## src/rtl/som_dec_2x4_pope_behav_pkg.sv

```systemverilog
// Shared types and helpers for the decoder-based SOP block.
// Decoder width and the sum-of-products over the decoder lines.
package som_dec_2x4_pope_behav_pkg;

  localparam int unsigned DEC_W = 4;

  typedef logic [DEC_W-1:0] dec_t;

  // F = Y1.C' + Y2.C.D + Y3
  function automatic logic dec_sop(
    input dec_t y,
    input logic c,
    input logic d
  );
    return (y[1] & ~c)
         | (y[2] & c & d)
         | y[3];
  endfunction

endpackage

```

## src/rtl/som_dec_2x4_pope_behav_dec.sv

```systemverilog
// 2x4 decoder, positive outputs, positive enable.
// Purely combinational; one-hot on {s1,s0} when en=1.
module dec_2x4_pope
  import som_dec_2x4_pope_behav_pkg::*;
(
  input  logic s1,
  input  logic s0,
  input  logic en,
  output dec_t y
);

  // One line per select code, all low when disabled
  always_comb begin
    y = '0;
    if (en) begin
      unique case ({s1, s0})
        2'd0: y = 4'b0001;
        2'd1: y = 4'b0010;
        2'd2: y = 4'b0100;
        2'd3: y = 4'b1000;
        default: y = '0;
      endcase
    end
  end

endmodule

```

## src/rtl/som_dec_2x4_pope_behav.sv

```systemverilog
// F = A(CD + B) + BC' built on a 2x4 decoder.
// F and the raw decoder lines are registered once.
module som_dec_2x4_pope_behav
  import som_dec_2x4_pope_behav_pkg::*;
(
  input  logic       clk,
  input  logic       rst,
  output logic       F,
  input  logic       A,
  input  logic       B,
  input  logic       C,
  input  logic       D,
  input  logic       E,
  output logic [3:0] dec_y
);

  dec_t y;
  logic f_next;

  dec_2x4_pope u_dec (
    .s1 (A),
    .s0 (B),
    .en (E),
    .y  (y)
  );

  // Sum of products over the decoder lines
  always_comb begin
    f_next = dec_sop(y, C, D);
  end

  // Output registers, synchronous reset has priority
  always_ff @(posedge clk) begin
    if (rst) begin
      F     <= 1'b0;
      dec_y <= '0;
    end else begin
      F     <= f_next;
      dec_y <= y;
    end
  end

endmodule

```

## config.mk

```make
export PLATFORM = sky130hd
export DESIGN_NAME = som_dec_2x4_pope_behav
export DESIGN_NICKNAME = d
export VERILOG_FILES = /design/src/rtl/som_dec_2x4_pope_behav_pkg.sv /design/src/rtl/som_dec_2x4_pope_behav_dec.sv /design/src/rtl/som_dec_2x4_pope_behav.sv
export SDC_FILE = /design/constraint.sdc
export NUM_CORES = 1
export LEC_CHECK = 0
export BUFFER_PORTS_ARGS = -buffer_cell sky130_fd_sc_hd__buf_2
export CAP_MARGIN = 30
export CORE_AREA = 5 5 42 44
export DETAILED_ROUTE_END_ITERATION = 12
export DIE_AREA = 0 0 47 49
export SLEW_MARGIN = 20
export SYNTH_ARGS = -nofsm -noshare
export SYNTH_HDL_FRONTEND = slang
export SYNTH_SLANG_ARGS = --single-unit
```

## constraint.sdc

```tcl
create_clock -name clk -period 0.8 [get_ports clk]
set_input_delay 0.04 -clock clk [delete_from_list [all_inputs] [get_ports clk]]
set_output_delay 0.04 -clock clk [all_outputs]
set_load 0.02 [all_outputs]
```

=== After elaboration in Yosys (flattened, before gate mapping) ===
Cells that the tools add are included.

* Muxes and demuxes: 2
* Reduce and logical (&&, ||, !) cells: 2
* Bitwise logic cells: 7
* Equality and inequality tests: 3

{| class="wikitable"
|+ Operator list
! kind !! count
|-
| $pmux W4 S4 || 1
|-
| $eq A2 B2 Y1 const B || 2
|-
| $mux W4 || 1
|-
| $and A1 B1 Y1 || 3
|-
| $eq A2 B1 Y1 const B || 1
|-
| $logic_not A2 Y1 || 1
|-
| $not A1 Y1 || 2
|-
| $or A1 B1 Y1 || 2
|-
| $reduce_or A2 Y1 || 1
|}

* Register bits: 5
* Logic and storage cells: 17

=== Depth between registers and ports, before layout ===
Gate-level depths: netlist (run 1).

* Depth in word-level cells: 7
* Mapped depth: 2

=== By module ===
From an unflattened synthesis (run 1), not the netlist that was laid out.

* Cell total of the unflattened synthesis: 17
* Area total of the unflattened synthesis: 181.4 µm²

{| class="wikitable"
|+ By module, submodules not included
! module !! seq. area each (µm²) !! cells an instance !! area an instance (µm²) !! instances
|-
| som_dec_2x4_pope_behav || 100.1 || 13 || 143.9 || 1
|-
| dec_2x4_pope || 0.0 || 4 || 37.5 || 1
|}

=== Least setup slack after synthesis (run 1) ===
Ideal clock, no wire load.

* Path type: register to output
* Start: register F
* End: output port F
* Buffers on the path: 0
* Arrival time: 395 ps
* Cell stages (with the launch flop): 1
* Data required time: 760 ps
* Slack: 365 ps
* Cell sequence: dfxtp_1

{| class="wikitable"
|+ RTL lines
! element !! RTL line !! RTL
|-
| from (decl) || som_dec_2x4_pope_behav.sv:8 || <nowiki>output logic F,</nowiki>
|-
| from (signal assigned) || som_dec_2x4_pope_behav.sv:38 || <nowiki>F <= f_next;</nowiki>
|}

No word-level cell between the ends.

=== Worst setup path after layout (run 1) ===
* Start: register dec_y[3]
* End: output port dec_y[3]

{| class="wikitable"
|+ RTL lines
! element !! RTL line !! RTL
|-
| from (decl) || som_dec_2x4_pope_behav.sv:14 || <nowiki>output logic [3:0] dec_y</nowiki>
|-
| from (signal assigned) || som_dec_2x4_pope_behav.sv:39 || <nowiki>dec_y <= y;</nowiki>
|}

No word-level cell between the ends.

==> summary.md, run 1 <==
| Metric | Value |
|---|---|
| CTS tree | `yes` |
| Final RePlAce weighted congestion | `0.685` |
| Antenna cells | `0` |
| CP required | `0.76 ns` |
| Critical path fanouts, max | `1` |
| Gate power share | `10.2%` |
| Starting Density | `12.6%` |
| Overflow left after global routing | `0` |
| Hold Crit Start | `A` |
| Setup bufs post-CTS | `0` |
| Yosys reg bits | `5` |
| Synthesis Warnings | `0` |
| Clock root buffer | `clkbuf_4` |
| Status | `complete, no violations` |
| PortBufs | `11` |
| Global-route wire length before repair | `655 microns` |
| # resized after CTS | `0` |
| Worst slew pin tran | `0.150 ns` |
| Slowest CP cell | `dfxtp_1` |
| CTS Hold Buffers Added | `0` |
| DRC viols | `0` |
| Adder-cell share of the synthesized area | `0%` |
| Die Width | `47 microns` |
| Pins Over Slew Limit | `0` |
| Die ar. | `2300 sq um` |
| CTS sink cnt | `5` |
| Htree depth | `1` |
| Register area share after synthesis | `56.7%` |
| Avg Cell Area, Syn | `13.6 sq um` |
| Hold Crit Class | `input port to register` |
| Core area | `1400 sq um` |
| Clk buf depth | `2` |
| Synth Area in Compound Gates | `2.84%` |
| Static leakage | `0.000131 uW` |
| Area Growth Syn to Fin | `57.4%` |
| Internal power | `475 uW` |
| Iteration count of the initial detailed-routing pass | `1` |
| Nets | `36` |
| Hold path depth | `2` |
| Multiplexer share of the synthesized area | `0%` |
| Via count | `147` |
| Library cells used by synthesis | `8` |
| Top delay family on crit path | `flip-flops` |
| Buf/Inv on CP | `1` |
| Simple-gate share of the synthesized area | `40.4%` |
| CP endpoint kind | `primary output` |
| Largest family of logic cells by synthesized area | `simple AND/OR/NAND/NOR gates` |
| XOR/XNOR Fraction of Synth Area | `0%` |
| Fin. Hold Viols | `0` |
| Final cycle utilization of the critical path | `91.6%` |
| Share of layout cells above drive strength 1 | `67.9%` |
| CTS clk-pin slew, worst paths | `0.04 ns` |
| Largest net degree at the start of global routing | `6` |
| Fmax | `1.37 GHz` |
| Mapped Area | `176 sq um` |
| WL final | `413 microns` |
| Max_cap viols | `0` |
| Arrival time worst endpoint | `0.69 ns` |
| Initial antenna violation count | `0` |
| Pwr/cell area | `2190 nW/um^2` |
| 1st-iter DRT viols | `0` |
| TNS Setup | `0 ns` |
| # IOs | `12` |
| Post-Syn Instances | `13` |
| Syn nets | `20` |
| Switching Fraction | `21.9%` |
| Sequential share of power | `42.6%` |
| Fin crit period | `0.732 ns` |
| CP Class | `register to primary output` |
| Height of the die | `49 microns` |
| Max stage delay on crit path | `0.30 ns` |
| Vias in the first global route | `159` |
| Final Core Density | `19.8%` |
| # rows | `14` |
| Num CTS Buffers | `3` |
| Worst-path cell chain | `buf_2` |
| Drt wl/cell | `9.39 microns` |
| Startpoint Class | `register` |
| Critical Path Stages | `1` |
| RSZ-0062 raised after global routing | `false` |
| # setup viols final | `0` |
| Clk network pwr share | `47.2%` |
| Slew margin rel. | `90.0%` |
| Global Route Usage Sum | `4.79%` |
| Vias per inst | `3.34` |
| Post-DRT Antenna Nets | `0` |
| CP startpoint | `dec_y[3]$_SDFF_PP0_` |
| Net Switching | `133 uW` |
| VDD IR max | `0.267 mV` |
==> cell families (layout without fill, tap and decap cells) <==
| group | after synthesis | in the layout |
|---|---|---|
| AND/OR/NAND/NOR | 7 | 7 |
| buffers and inverters | 0 | 15 |
| AO/OA/AOI/OAI | 1 | 1 |
| flip-flops | 5 | 5 |
==> state kept, by name, summed over array words and instances, names as in the netlist <==
name / cells
F: 1
dec_y: 4
==> power groups by stage <==
stage | registers, uW | clock network [uW] | logic (uW)
finish | 259 | 287 | 61.8
global route | 259 | 318 | 69.0
CTS | 259 | 301 | 62.7
detailed placement | 264 | 0 | 62.5
global placement | 264 | 0 | 61.4
floorplan | 274 | 0 | 20.2
==> cell type report <==
type	count	area, sq um
Sequential cell	5	100
Clock buffer	4	26.3
Fill cell	166	1120
Tap cell	16	20.0
Multi-Input combinational cell	8	76.3
Timing Repair Buffer	11	55.1
==> worst paths after layout <==
kind,to,slack (ns)
worst max-delay path,dec_y[3],0.07
worst min-delay path,dec_y[1]$_SDFF_PP0_,0.02
==> cell usage in the layout (no fill, tap or decap), drive strengths merged <==
cell and instances:
a21oi 1, and4b 1, buf 11, clkbuf 4, dfxtp 5, nand2b 1
nor2b 1, nor3 2, nor3b 2
==> synthesized netlist by cell type <==
library cell  count  area share (%)
dfxtp_1           5              57
nor3_1            1             2.8
nor2b_1           1             3.5
a21oi_1           1             2.8
and4b_2           1             6.4
nand2b_4          1             7.8
nor3_2            1             5.7
nor3b_2           2              14
==> per-layer routing <==
metal	wire [microns]	share of wire, %	up-vias	global-route usage, %
met5	0	0	-	0
met4	0	0	0	5.53
met3	118	29	0	6.64
met2	133	32	12	3.85
met1	161	39	60	4.63
li1	-	-	75	-
==> per-stage QoR <==
| step | hold WS (ns) | area (sq um) | setup WS (ns) | total power [uW] | instances |
|---|---|---|---|---|---|
| final | 0.0238 | 278 | 0.0675 | 608 | 44 |
| after global routing | 0.0329 | 278 | 0.0326 | 646 | 44 |
| after CTS | 0.0174 | 278 | 0.0529 | 623 | 44 |
| after detailed placement | 0.272 | 251 | 0.258 | 326 | 40 |
| after global placement | 0.273 | 251 | 0.275 | 325 | 40 |
| after floorplan | 0.110 | 176 | 0.365 | 294 | 13 |
(Power assumes the default switching activity.)
==> run 2: changes to the inputs <==
--- a/config.mk
+++ b/config.mk
@@ -10,6 +10,7 @@
 export CORE_AREA = 5 5 42 44
 export DETAILED_ROUTE_END_ITERATION = 12
 export DIE_AREA = 0 0 47 49
+export PLACE_DENSITY = 0.39
 export SLEW_MARGIN = 20
 export SYNTH_ARGS = -nofsm -noshare
 export SYNTH_HDL_FRONTEND = slang
==> constraint.sdc (replaced) <==
create_clock -name clk -period 0.9 [get_ports clk]
set_input_delay 0.045 -clock clk [delete_from_list [all_inputs] [get_ports clk]]
set_output_delay 0.045 -clock clk [all_outputs]
set_load 0.02 [all_outputs]
==> run 2 against run 1 <==
  * Sequential cell count unchanged
  * Critical path type unchanged
  * Critical path depth did not move
  * First-iteration DRC count did not move
  * Clock-buffer cell count did not move
  * Power fell by 11%
  * Wire length fell by 6.1%
  * Design area did not move
  * Sequential share of layout area stayed put
  * Highest routed layer unchanged
  * Die area unchanged
  * Cell count unchanged
  * Clock power shrank 11%
  * Sequential power decreased by 11%
==> summary.md, run 2 (same netlist as run 1, synthesis figures left out) <==
| Metric | Value |
|---|---|
| Nets | `36 (unchanged)` |
| Setup bufs post-CTS | `0 (unchanged)` |
| Commonest cells after routing, fill and taps aside | `buf_2 (11), dfxtp_1 (5), clkbuf_4 (3)` |
| Regs by FF count | `dec_y: 4 flops, F: 1 flops` |
| Fin. Hold Viols | `0 (unchanged)` |
| Global Route Usage Sum | `4.59% (-0.20 points)` |
| # setup viols final | `0 (unchanged)` |
| Clk buf depth | `2 (unchanged)` |
| Startpoint Class | `register` |
| Static leakage | `0.000131 uW (unchanged)` |
| Worst-path cell chain | `buf_2` |
| Global-route wire length before repair | `676 microns (+3.2%)` |
| Final Core Density | `19.8% (unchanged)` |
| CP required | `0.85 ns (+0.09 ns)` |
| # placed instances | `40 (unchanged)` |
| Hold WS | `0.0279 ns (+0.00405 ns)` |
| CTS sink cnt | `5 (unchanged)` |
| Max reg flops | `4 (unchanged)` |
| Pwr/cell area | `1950 nW/um^2 (-11%)` |
| Commonest non-fill, non-tap cell in the layout | `buf_2` |
| Hold Crit Class | `input port to register` |
| Iteration count of the initial detailed-routing pass | `1 (unchanged)` |
| PortBufs | `11 (unchanged)` |
| CP endpoint kind | `primary output` |
| Overflow left after global routing | `0 (unchanged)` |
| CTS clk-pin slew, worst paths | `0.04 ns (about the same)` |
| CTS tree | `yes` |
| Htree depth | `1 (unchanged)` |
| CP Class | `register to primary output` |
| WL final | `388 microns (-6.1%)` |
| Status | `complete, no violations` |
| # rows | `14 (unchanged)` |
| Height of the die | `49 microns (unchanged)` |
| Drt wl/cell | `8.82 microns (-6.1%)` |
| Post-DP HPWL | `307 microns` |
| Fmax | `1.34 GHz` |
| CP startpoint | `F$_SDFF_PP0_` |
| DRC viols | `0 (unchanged)` |
| Arrival time worst endpoint | `0.70 ns (about the same)` |
| Total Power | `541 uW (-11%)` |
| Hold Crit Start | `A` |
| RSZ-0062 raised after global routing | `false` |
| Die ar. | `2300 sq um (unchanged)` |
| Fin cells | `44 (unchanged)` |
| 1st-iter DRT viols | `0 (unchanged)` |
| Clock root buffer | `clkbuf_4` |
| Max stage delay on crit path | `0.31 ns (about the same)` |
| Final cycle utilization of the critical path | `83.0%` |
| Initial antenna violation count | `0 (unchanged)` |
| Via count | `139 (-5.4%)` |
| Pins Over Slew Limit | `0 (unchanged)` |
| Slew margin rel. | `88.7% (-1.3 points)` |
| Vias in the first global route | `164 (+3.1%)` |
| Final RePlAce weighted congestion | `0.690 (+0.77%)` |
| Largest net degree at the start of global routing | `6 (unchanged)` |
| Slowest CP cell | `dfxtp_1` |
| Share of layout cells above drive strength 1 | `67.9% (unchanged)` |
| Top delay family on crit path | `flip-flops` |
| Filler cells | `168 (+1.2%)` |
| Die Width | `47 microns (unchanged)` |
| # IOs | `12 (unchanged)` |
| Fin crit period | `0.747 ns` |
| CTS Hold Buffers Added | `0 (unchanged)` |
| Critical path fanouts, max | `1 (unchanged)` |
| VDD IR max | `0.399 mV (+49%)` |
| Area Growth Syn to Fin | `57.4% (unchanged)` |
| # resized after CTS | `0 (unchanged)` |
| Buf/Inv on CP | `1 (unchanged)` |
| Worst slew pin tran | `0.169 ns (+0.0188 ns)` |
| Starting Density | `12.6% (unchanged)` |
| Post-DRT Antenna Nets | `0 (unchanged)` |
| Antenna cells | `0 (unchanged)` |
| Max_cap viols | `0 (unchanged)` |
| Vias per inst | `3.16 (-5.4%)` |
| Num CTS Buffers | `3 (unchanged)` |
| TNS Setup | `0 ns (unchanged)` |
| Biggest register | `dec_y` |
| Core area | `1400 sq um (unchanged)` |
[run 2: cell counts in the layout (fill, tap and decap cells not counted)]
Identical to the previous run, type by type.
[run 2: power breakdown]
group	leakage, uW	total, uW	switching (uW)	internal, uW
logic	0.0000754	55.0	29.4	25.6
registers	0.0000408	231	1.44	229
clock network	0.0000150	256	88.4	167
[run 2: layout make-up]
type	instances	area, sq um	area share (%)
multi-input combinational	8	76.3	27.5
timing repair buffer	11	55.1	19.8
sequential	5	100	36.0
clock buffer	4	26.3	9.46
tap	16	20.0	7.21
[run 2: path summary, 6_finish.rpt]
| kind | depth (start not counted) | to |
|---|---|---|
| hold / removal | 2 | dec_y[1]$_SDFF_PP0_ |
| setup / recovery | 1 | F |
[run 2: per-stage QoR]
step | area (sq um) | worst slack, ns
3_5_place_dp | 251 | 0.354
3_3_place_gp | 251 | 0.358
4_1_cts | 278 | 0.140
2_1_floorplan | 176 | 0.460
6_report | 278 | 0.153
5_1_grt | 278 | 0.100
[run 2: metal layers]
layer | GRT usage (%) | routed length (microns) | vias up
met5 | 0 | 0 | -
met4 | 5.53 | 0 | 0
met3 | 4.06 | 100 | 0
met2 | 3.85 | 107 | 12
met1 | 5.53 | 179 | 51
li1 | - | - | 76
==> run 3: changes to the inputs <==
==> constraint.sdc (replaced) <==
create_clock -name clk -period 0.8 [get_ports clk]
set_input_delay 0.04 -clock clk [delete_from_list [all_inputs] [get_ports clk]]
set_output_delay 0.04 -clock clk [all_outputs]
set_load 0.02 [all_outputs]
==> run 3 against run 2 <==
  * Die area did not move
  * First-iteration DRC count did not move
  * Largest power group unchanged
  * Via count rose by 11%
  * Core utilization did not move
  * Sequential power rose by 12%
  * Critical path depth did not move
  * Highest routed layer unchanged
  * Worst hold slack got worse by 0.0028 ns
  * Wire length rose by 2.8%
==> summary.md, run 3 (same netlist as run 1, synthesis figures left out) <==
| Metric | Value |
|---|---|
| Overflow left after global routing | `0 (unchanged)` |
| Dpl cell area | `251 sq um (unchanged)` |
| Pins Over Slew Limit | `0 (unchanged)` |
| Worst-path cell chain | `buf_2` |
| Die ar. | `2300 sq um (unchanged)` |
| VDD IR max | `0.320 mV (-20%)` |
| Arrival time worst endpoint | `0.69 ns (about the same)` |
| DP Worst Slack | `0.237 ns (-0.117 ns)` |
| Vias per inst | `3.50 (+11%)` |
| PnR worst setup slack | `0.0696 ns (-0.0838 ns)` |
| Post-DP HPWL | `333 microns (+8.4%)` |
| Via count | `154 (+11%)` |
| Global-route wire length before repair | `738 microns (+9.2%)` |
| Starting Density | `12.6% (unchanged)` |
| Share of layout cells above drive strength 1 | `67.9% (unchanged)` |
| Htree depth | `1 (unchanged)` |
| Buf/Inv on CP | `1 (unchanged)` |
| CP required | `0.76 ns (-0.09 ns)` |
| Reg area | `100 sq um (unchanged)` |
| Filler cells | `171 (+1.8%)` |
| Hold Path Sink | `dec_y[2]$_SDFF_PP0_` |
| RSZ-0062 raised after global routing | `false` |
| Max stage delay on crit path | `0.30 ns (about the same)` |
| Die Width | `47 microns (unchanged)` |
| Hold Crit Start | `B` |
| Global Route Usage Sum | `4.94% (+0.35 points)` |
| # IOs | `12 (unchanged)` |
| Clock root buffer | `clkbuf_4` |
| Final cycle utilization of the critical path | `91.3%` |
| Regs by FF count | `dec_y: 4 flops, F: 1 flops` |
| Setup bufs post-CTS | `0 (unchanged)` |
| CTS tree | `yes` |
| Hold path depth | `2 (unchanged)` |
| Area Growth Syn to Fin | `57.4% (unchanged)` |
| Nets | `36 (unchanged)` |
| CTS sink cnt | `5 (unchanged)` |
| # rows | `14 (unchanged)` |
| WL final | `399 microns (+2.8%)` |
| Core area | `1400 sq um (unchanged)` |
| Iteration count of the initial detailed-routing pass | `1 (unchanged)` |
| Num CTS Buffers | `3 (unchanged)` |
| Startpoint Class | `register` |
| Status | `complete, no violations` |
| # setup viols final | `0 (unchanged)` |
| Max reg flops | `4 (unchanged)` |
| Hold WS | `0.0251 ns (-0.00280 ns)` |
| Slowest CP cell | `dfxtp_1` |
| Fmax | `1.37 GHz` |
| Commonest non-fill, non-tap cell in the layout | `buf_2` |
| Multi-input combinational cell area | `76.3 sq um (unchanged)` |
| Fin cells | `44 (unchanged)` |
| Height of the die | `49 microns (unchanged)` |
| Slew margin rel. | `90.0% (+1.3 points)` |
| PortBufs | `11 (unchanged)` |
| Biggest register | `dec_y` |
| Initial antenna violation count | `0 (unchanged)` |
| Fin crit period | `0.730 ns` |
| CTS clk-pin slew, worst paths | `0.04 ns (about the same)` |
| Worst slew pin tran | `0.150 ns (-0.0189 ns)` |
| Fin. Hold Viols | `0 (unchanged)` |
| CP Class | `register to primary output` |
| Top delay family on crit path | `flip-flops` |
| Design Area, Final | `278 sq um (unchanged)` |
| Max_cap viols | `0 (unchanged)` |
| TNS Setup | `0 ns (unchanged)` |
| Hold Crit Class | `input port to register` |
| # resized after CTS | `0 (unchanged)` |
| Pwr/cell area | `2180 nW/um^2 (+12%)` |
| CP endpoint kind | `primary output` |
| Post-DRT Antenna Nets | `0 (unchanged)` |
| Static leakage | `0.000131 uW (unchanged)` |
| Critical path fanouts, max | `1 (unchanged)` |
| DRC viols | `0 (unchanged)` |
| Final RePlAce weighted congestion | `0.685 (-0.71%)` |
| Antenna cells | `0 (unchanged)` |
| 1st-iter DRT viols | `0 (unchanged)` |
| # placed instances | `40 (unchanged)` |
| Largest net degree at the start of global routing | `6 (unchanged)` |
| Vias in the first global route | `181 (+10%)` |
| CTS Hold Buffers Added | `0 (unchanged)` |
| Drt wl/cell | `9.07 microns (+2.8%)` |
| Commonest cells after routing, fill and taps aside | `buf_2 (11), dfxtp_1 (5), clkbuf_4 (3)` |
| Clk buf depth | `2 (unchanged)` |
## run 3: cell type report
cell class | count | area share [%]
Sequential cell | 5 | 36.0
Multi-Input combinational cell | 8 | 27.5
Timing Repair Buffer | 11 | 19.8
Clock buffer | 4 | 9.46
Tap cell | 16 | 7.21
## run 3: power breakdown
part | switching, uW | total [uW] | internal [uW]
Combinational | 33.3 | 62.1 | 28.8
Sequential | 1.42 | 259 | 258
Clock | 95.3 | 283 | 188
## run 3: routing by layer
metal | wire (microns) | track usage, %
met5 | 0 | 0
met4 | 0 | 5.53
met3 | 103 | 4.06
met2 | 132 | 4.52
met1 | 164 | 5.96
## run 3: through the flow
step	util [%]	total power, uW
final	19.8	605
after global routing	19.8	644
after CTS	19.8	619
after detailed placement	17.9	326
after global placement	17.9	324
after floorplan	-	294
## run 3: worst max-delay path by stage
stage | slack, ns | endpoint | cells after the start | from
after floorplan | 0.36 | F | 0 | F$_SDFF_PP0_
after global placement | 0.26 | F$_SDFF_PP0_ | 3 | rst
after detailed placement | 0.24 | F$_SDFF_PP0_ | 3 | rst
after CTS | 0.05 | dec_y[2] | 1 | dec_y[2]$_SDFF_PP0_
after global routing | 0.02 | F | 1 | F$_SDFF_PP0_
final | 0.07 | dec_y[2] | 1 | dec_y[2]$_SDFF_PP0_
